<file path="config.mk">
export PLATFORM = sky130hd
export DESIGN_NAME = key_bounce_gen
export DESIGN_NICKNAME = d
export VERILOG_FILES = /design/src/rtl/key_bounce_gen.sv
export SDC_FILE = /design/constraint.sdc
export NUM_CORES = 1
export LEC_CHECK = 0
export BUFFER_PORTS_ARGS = -buffer_cell sky130_fd_sc_hd__buf_2
export CAP_MARGIN = 20
export CORE_MARGIN = 10
export CORE_UTILIZATION = 25
export CTS_CLUSTER_SIZE = 28
export DETAILED_ROUTE_END_ITERATION = 8
export GPL_TIMING_DRIVEN = 0
export PLACE_DENSITY = 0.46
export SLEW_MARGIN = 20
export SYNTH_ARGS = -nofsm -noshare
export SYNTH_HDL_FRONTEND = slang
export SYNTH_SLANG_ARGS = --single-unit
</file>
<file path="constraint.sdc">
create_clock -name sys_clk -period 2.8 [get_ports sys_clk]
set_clock_uncertainty 0.05 [all_clocks]
set_input_delay 0.56 -clock sys_clk [delete_from_list [all_inputs] [get_ports sys_clk]]
set_output_delay 0.56 -clock sys_clk [all_outputs]
set_load 0.1 [all_outputs]
</file>
<file path="src/rtl/key_bounce_gen.sv">
// Mechanical-key emulator: press bounce, clean hold, release bounce on key_out (active-low); KEY_BOUNCE_EN enables LFSR bounce toggling.
// Event spans 2*BOUNCE_CYC+HOLD_CYC cycles after press_req; done pulses next cycle; requests while busy or in the done cycle are dropped.
module key_bounce_gen #(
  parameter logic [23:0] BOUNCE_CYC = 24'd250_000,
  parameter logic [23:0] HOLD_CYC   = 24'd2_500_000,
  parameter int          SEG_W      = 8,
  parameter logic [15:0] LFSR_SEED  = 16'hACE1
) (
  input  logic       sys_clk,
  input  logic       sys_rst,
  input  logic       press_req,
  output logic       key_out,
  output logic       busy,
  output logic       done,
  output logic [7:0] edge_cnt
);

  typedef enum logic [1:0] {IDLE, P_BNC, HOLD, R_BNC} state_t;

  state_t      state_q, state_d;
  logic [23:0] wcnt_q, wcnt_d;
  logic        key_q, key_d;
  logic        busy_q, busy_d;
  logic        done_q, done_d;
  logic [7:0]  ecnt_q, ecnt_d;
  logic [7:0]  edge_cnt_q, edge_cnt_d;
  logic [7:0]  ecnt_base;
  logic        start;
  logic        win_end;
  logic        tgl;

  // The done cycle is already IDLE, so it has to be excluded explicitly.
  assign start   = (state_q == IDLE) && !done_q && press_req;
  assign win_end = (wcnt_q == 24'd0);

  always_ff @(posedge sys_clk or posedge sys_rst) begin
    if (sys_rst) begin
      state_q <= IDLE;
    end else begin
      state_q <= state_d;
    end
  end

  always_comb begin
    state_d = state_q;
    case (state_q)
      IDLE:    if (start)   state_d = P_BNC;
      P_BNC:   if (win_end) state_d = HOLD;
      HOLD:    if (win_end) state_d = R_BNC;
      R_BNC:   if (win_end) state_d = IDLE;
      default: state_d = IDLE;
    endcase
  end

  always_comb begin
    wcnt_d = wcnt_q;
    if (state_d != state_q) begin
      case (state_d)
        P_BNC, R_BNC: wcnt_d = BOUNCE_CYC - 24'd1;
        HOLD:         wcnt_d = HOLD_CYC - 24'd1;
        default:      wcnt_d = 24'd0;
      endcase
    end else if (!win_end) begin
      wcnt_d = wcnt_q - 24'd1;
    end
  end

`ifdef KEY_BOUNCE_EN
  localparam logic [15:0] SEED_EFF = (LFSR_SEED == 16'h0000) ? 16'h0001 : LFSR_SEED;

  logic [15:0]      lfsr_q, lfsr_d;
  logic [SEG_W-1:0] seg_q, seg_d;
  logic             in_bnc;
  logic             bnc_entry;

  assign in_bnc    = (state_q == P_BNC) || (state_q == R_BNC);
  assign bnc_entry = (state_d != state_q) && ((state_d == P_BNC) || (state_d == R_BNC));
  assign tgl       = in_bnc && (seg_q == '0);

  // LFSR is frozen in IDLE so each event replays deterministically from where the last one stopped.
  always_comb begin
    lfsr_d = lfsr_q;
    if (state_q != IDLE) begin
      lfsr_d = {lfsr_q[14:0], lfsr_q[15] ^ lfsr_q[13] ^ lfsr_q[12] ^ lfsr_q[10]};
    end
    seg_d = seg_q;
    if (bnc_entry || tgl) begin
      seg_d = lfsr_q[SEG_W-1:0];
    end else if (seg_q != '0) begin
      seg_d = seg_q - SEG_W'(1);
    end
  end

  always_ff @(posedge sys_clk or posedge sys_rst) begin
    if (sys_rst) begin
      lfsr_q <= SEED_EFF;
      seg_q  <= '0;
    end else begin
      lfsr_q <= lfsr_d;
      seg_q  <= seg_d;
    end
  end
`else
  logic unused_cfg;
  assign unused_cfg = ^{LFSR_SEED, SEG_W[0]};
  assign tgl        = 1'b0;
`endif

  // Window entry and the cycle after wcnt==1 (the window's last cycle) pin the level.
  always_comb begin
    key_d  = key_q;
    busy_d = (state_d != IDLE);
    done_d = (state_q == R_BNC) && win_end;
    case (state_d)
      IDLE:    key_d = 1'b1;
      P_BNC:   key_d = ((state_q != P_BNC) || (wcnt_q == 24'd1)) ? 1'b0 : (key_q ^ tgl);
      HOLD:    key_d = 1'b0;
      R_BNC:   key_d = ((state_q != R_BNC) || (wcnt_q == 24'd1)) ? 1'b1 : (key_q ^ tgl);
      default: key_d = 1'b1;
    endcase
  end

  always_comb begin
    ecnt_base = start ? 8'd0 : ecnt_q;
    ecnt_d    = ecnt_base;
    if ((key_d != key_q) && (ecnt_base != 8'hFF)) begin
      ecnt_d = ecnt_base + 8'd1;
    end
    edge_cnt_d = done_d ? ecnt_q : edge_cnt_q;
  end

  always_ff @(posedge sys_clk or posedge sys_rst) begin
    if (sys_rst) begin
      wcnt_q     <= 24'd0;
      key_q      <= 1'b1;
      busy_q     <= 1'b0;
      done_q     <= 1'b0;
      ecnt_q     <= 8'd0;
      edge_cnt_q <= 8'd0;
    end else begin
      wcnt_q     <= wcnt_d;
      key_q      <= key_d;
      busy_q     <= busy_d;
      done_q     <= done_d;
      ecnt_q     <= ecnt_d;
      edge_cnt_q <= edge_cnt_d;
    end
  end

  assign key_out  = key_q;
  assign busy     = busy_q;
  assign done     = done_q;
  assign edge_cnt = edge_cnt_q;

endmodule

</file>
==> results_dict.tcl <==
set metrics [dict create \
    place_area_um2 2900 \
    firstDrtPassIters 4 \
    finalHoldViolations 0 \
    power_leakage_nw 1.18 \
    switching_power_uw 270 \
    drc 0 \
    core_um2 10300 \
    cp_slowest_cell "nor4_4" \
    cts-root-buf "clkbuf_8" \
    clock_path_buffers 2 \
    clock_latency_ns 0.31 \
    max_freq_ghz 0.390 \
    required_ns 2.91 \
    slew_violations 0 \
    gp_congestion 0.821 \
    fin_util_pct 29.4 \
    slowest_delay_ns 0.49 \
    cp.depth 6 \
    syn_to_final_growth_pct 15.0 \
    stdcell_count 429 \
    power_density_nw_per_um2 393 \
    cap_violations 0 \
    rsz0062_at_grt "false" \
    yosysSeqAreaShare_pct 42.7 \
    path_buf_inv 1 \
    dp_hpwl_mm 5.11 \
    yosys.area.top_type "dfrtp_1" \
    synth_fp_nets 278 \
    tightest_slew_ns 0.693 \
    worst-setup-path-type "reg -> reg" \
    min_period_ns 2.56 \
    setup_viol 0 \
    numPortBuffers 13 \
    crit_chain "inv_1, ha_1, nand2_1, nor4_4, nor2b_1, o21ai_0" \
    cts_sinks 45 \
    netSwitchingFraction_pct 22.6 \
    path_delay_family "simple AND/OR/NAND/NOR gates" \
    synth_common_cells "dfrtp_1 (44), nor2_1 (21), nand2_1 (20), a21oi_1 (15)" \
    via_per_inst 5.07 \
    async_flop_share_pct 100 \
    power_frac_comb_pct 2.0 \
    wl_mm 6.92 \
    netlist_instances 272 \
    antenna_found_initial 0 \
    place_inst 422 \
    fin_ws_ns 0.238 \
    die_y_um 123 \
    yosysWarnings 0 \
    vdd_drop_max_mv 0.156 \
    die_w_um 123 \
    ys_top_cells_by_area "dfrtp_1 (42%), nor2_1 (3.0%), a21oi_1 (2.8%), nand2_1 (2.8%), mux2_2 (2.6%)" \
    hold_buffers 0 \
    synth-edff-count 0 \
    synth_seq_cells 45 \
    syn_area_um2 2640 \
    grt_pass1_wl_mm 11.4 \
    fin_setup_tns_ns 0 \
    wl_per_cell_um 16.1 \
    syn_avg_cell_area_um2 9.72 \
    routed-via-count 2177 \
    io_pins 14 \
    grt_max_degree 27 \
    status "finished clean" \
    timing.rr.end "wcnt_q[12]" \
    worstPathArrival_ns 2.68 \
    final_area_um2 3040 \
    seqPwrFrac_pct 54.7 \
    cp-start-kind "flip-flop" \
    r2r-start "wcnt_q[0]" \
    p_int_uw 925 \
    drtIter0Drc 167 \
    ys_types 62 \
    cts_htree_levels 2 \
    yosysMostFrequentCell "dfrtp_1" \
    diodes 0 \
    ant_nets 0 \
    grt_pass1_vias 2159 \
    final_layout_size_suffix_gt1_share_pct 18.8 \
    synth_ff_type "dfrtp_1" \
    cts.clk_slew.worst_paths_ns 0.10 \
    crit_fanout 10 \
    hp-class "in -> async" \
    synth_top_area_share_pct 41.7 \
    row_count 37 \
    pre_cts_slack_ns -0.247 \
    reg2regPathDepth 6 \
    initial_core_util_pct 25.6 \
    final_nets 298 \
    gr-total-overflow 0 \
    cts_tree "yes" \
    slew_headroom_pct 53.4 \
    post_cts_buffers 0 \
    fin_crit_sh_pct 91.5 \
    pwr-share-clk_pct 43.3 \
    cp-end-kind "flip-flop" \
    dieArea_um2 15100 \
    numCtsBuffers 5 \
    grt_usage_pct 9.37 \
    r2r_setup_slack_ns 0.24 \
]
[layout make-up]
class	instances	area [um^2]
Buffer	6	23.8
Inverter	8	30.0
Tap cell	136	170
Fill cell	1083	7290
Sequential cell	45	1130
Multi-Input combinational cell	212	1490
Timing Repair Buffer	14	85.1
Clock inverter	3	43.8
Clock buffer	5	68.8
[cells by family (layout without fill, tap and decap cells)]
kind of cell	after synthesis	after routing	share of synthesized area (%)
adder cells (fa/ha/maj)	3	3	1.42
multiplexers	14	14	5.73
AO/OA/AOI/OAI	62	62	16.7
XOR/XNOR	10	10	3.31
AND/OR/NAND/NOR	123	123	28.0
flip-flops	45	45	42.7
buffers and inverters	15	36	2.18
[stage by stage]
| step | total power [mW] | hold WS, ns |
|---|---|---|
| floorplan | 0.680 | 0.414 |
| global route | 1.25 | 0.237 |
| finish | 1.19 | 0.195 |
| detailed placement | 0.691 | 0.430 |
| global placement | 0.688 | 0.420 |
| CTS | 1.22 | 0.209 |
[worst max path at each step]
stage / startpoint / end / slack [ns]
2_1_floorplan: done / ecnt_q[3] / 0.14
5_1_grt: wcnt_q[1] / wcnt_q[2] / 0.02
4_1_cts: wcnt_q[0] / edge_cnt[3] / 0.07
3_3_place_gp: wcnt_q[0] / wcnt_q[2] / -0.23
3_5_place_dp: wcnt_q[0] / wcnt_q[12] / -0.25
6_report: wcnt_q[0] / wcnt_q[12] / 0.24
[repair_timing]
item | CTS | global route
gates resized for setup | 2 | 3
cloned | 0 | 0
setup endpoints to repair | 5 | 24
hold endpoints to repair | 0 | 0
pin swaps | 0 | 1
[sequential cells by signal, summed over array words and instances (netlist names)]
name	count
done	1
wcnt_q	24
state_q	2
key_out	1
edge_cnt	8
ecnt_q	8
busy	1
[per-layer routing]
metal | up-vias | part of all wire [%] | track usage [%] | routed length (um)
met2 | 28 | 48 | 15.3 | 3290
li1 | 1071 | - | - | -
met1 | 1073 | 49 | 12.6 | 3400
met5 | - | 0 | 0 | 0
met4 | 0 | 1.1 | 2.65 | 78
met3 | 5 | 2.1 | 1.29 | 148
[cells in the final DEF, fill, tap and decap left out, types with 4 or more instances in the layout]
master | Yosys | final
dfrtp_1 | 44 | 44
nor2_1 | 21 | 21
nand2_1 | 20 | 20
a21oi_1 | 15 | 15
buf_2 | 1 | 14
nand3_1 | 11 | 11
o21ai_0 | 11 | 11
nor3_1 | 9 | 9
nand4_1 | 8 | 8
inv_1 | 8 | 7
mux2_2 | 6 | 6
or4_1 | 6 | 6
nand2b_1 | 6 | 6
xor2_1 | 6 | 6
nor4_1 | 8 | 5
clkbuf_1 | 6 | 5
nor2b_1 | 5 | 5
a211oi_1 | 5 | 5
mux2i_1 | 5 | 5
o31ai_1 | 5 | 5
clkbuf_8 | 0 | 5
and3_1 | 4 | 4
or3_1 | 4 | 4
xnor2_1 | 4 | 4
[power groups by stage]
stage / clock, mW / combinational, mW / sequential [mW]
2_1_floorplan: 0 / 0.0143 / 0.665
3_3_place_gp: 0 / 0.0214 / 0.666
3_5_place_dp: 0 / 0.0251 / 0.666
4_1_cts: 0.537 / 0.0251 / 0.654
5_1_grt: 0.565 / 0.0282 / 0.654
6_report: 0.517 / 0.0237 / 0.654
Note: power is estimated with default switching activity, not from simulation.
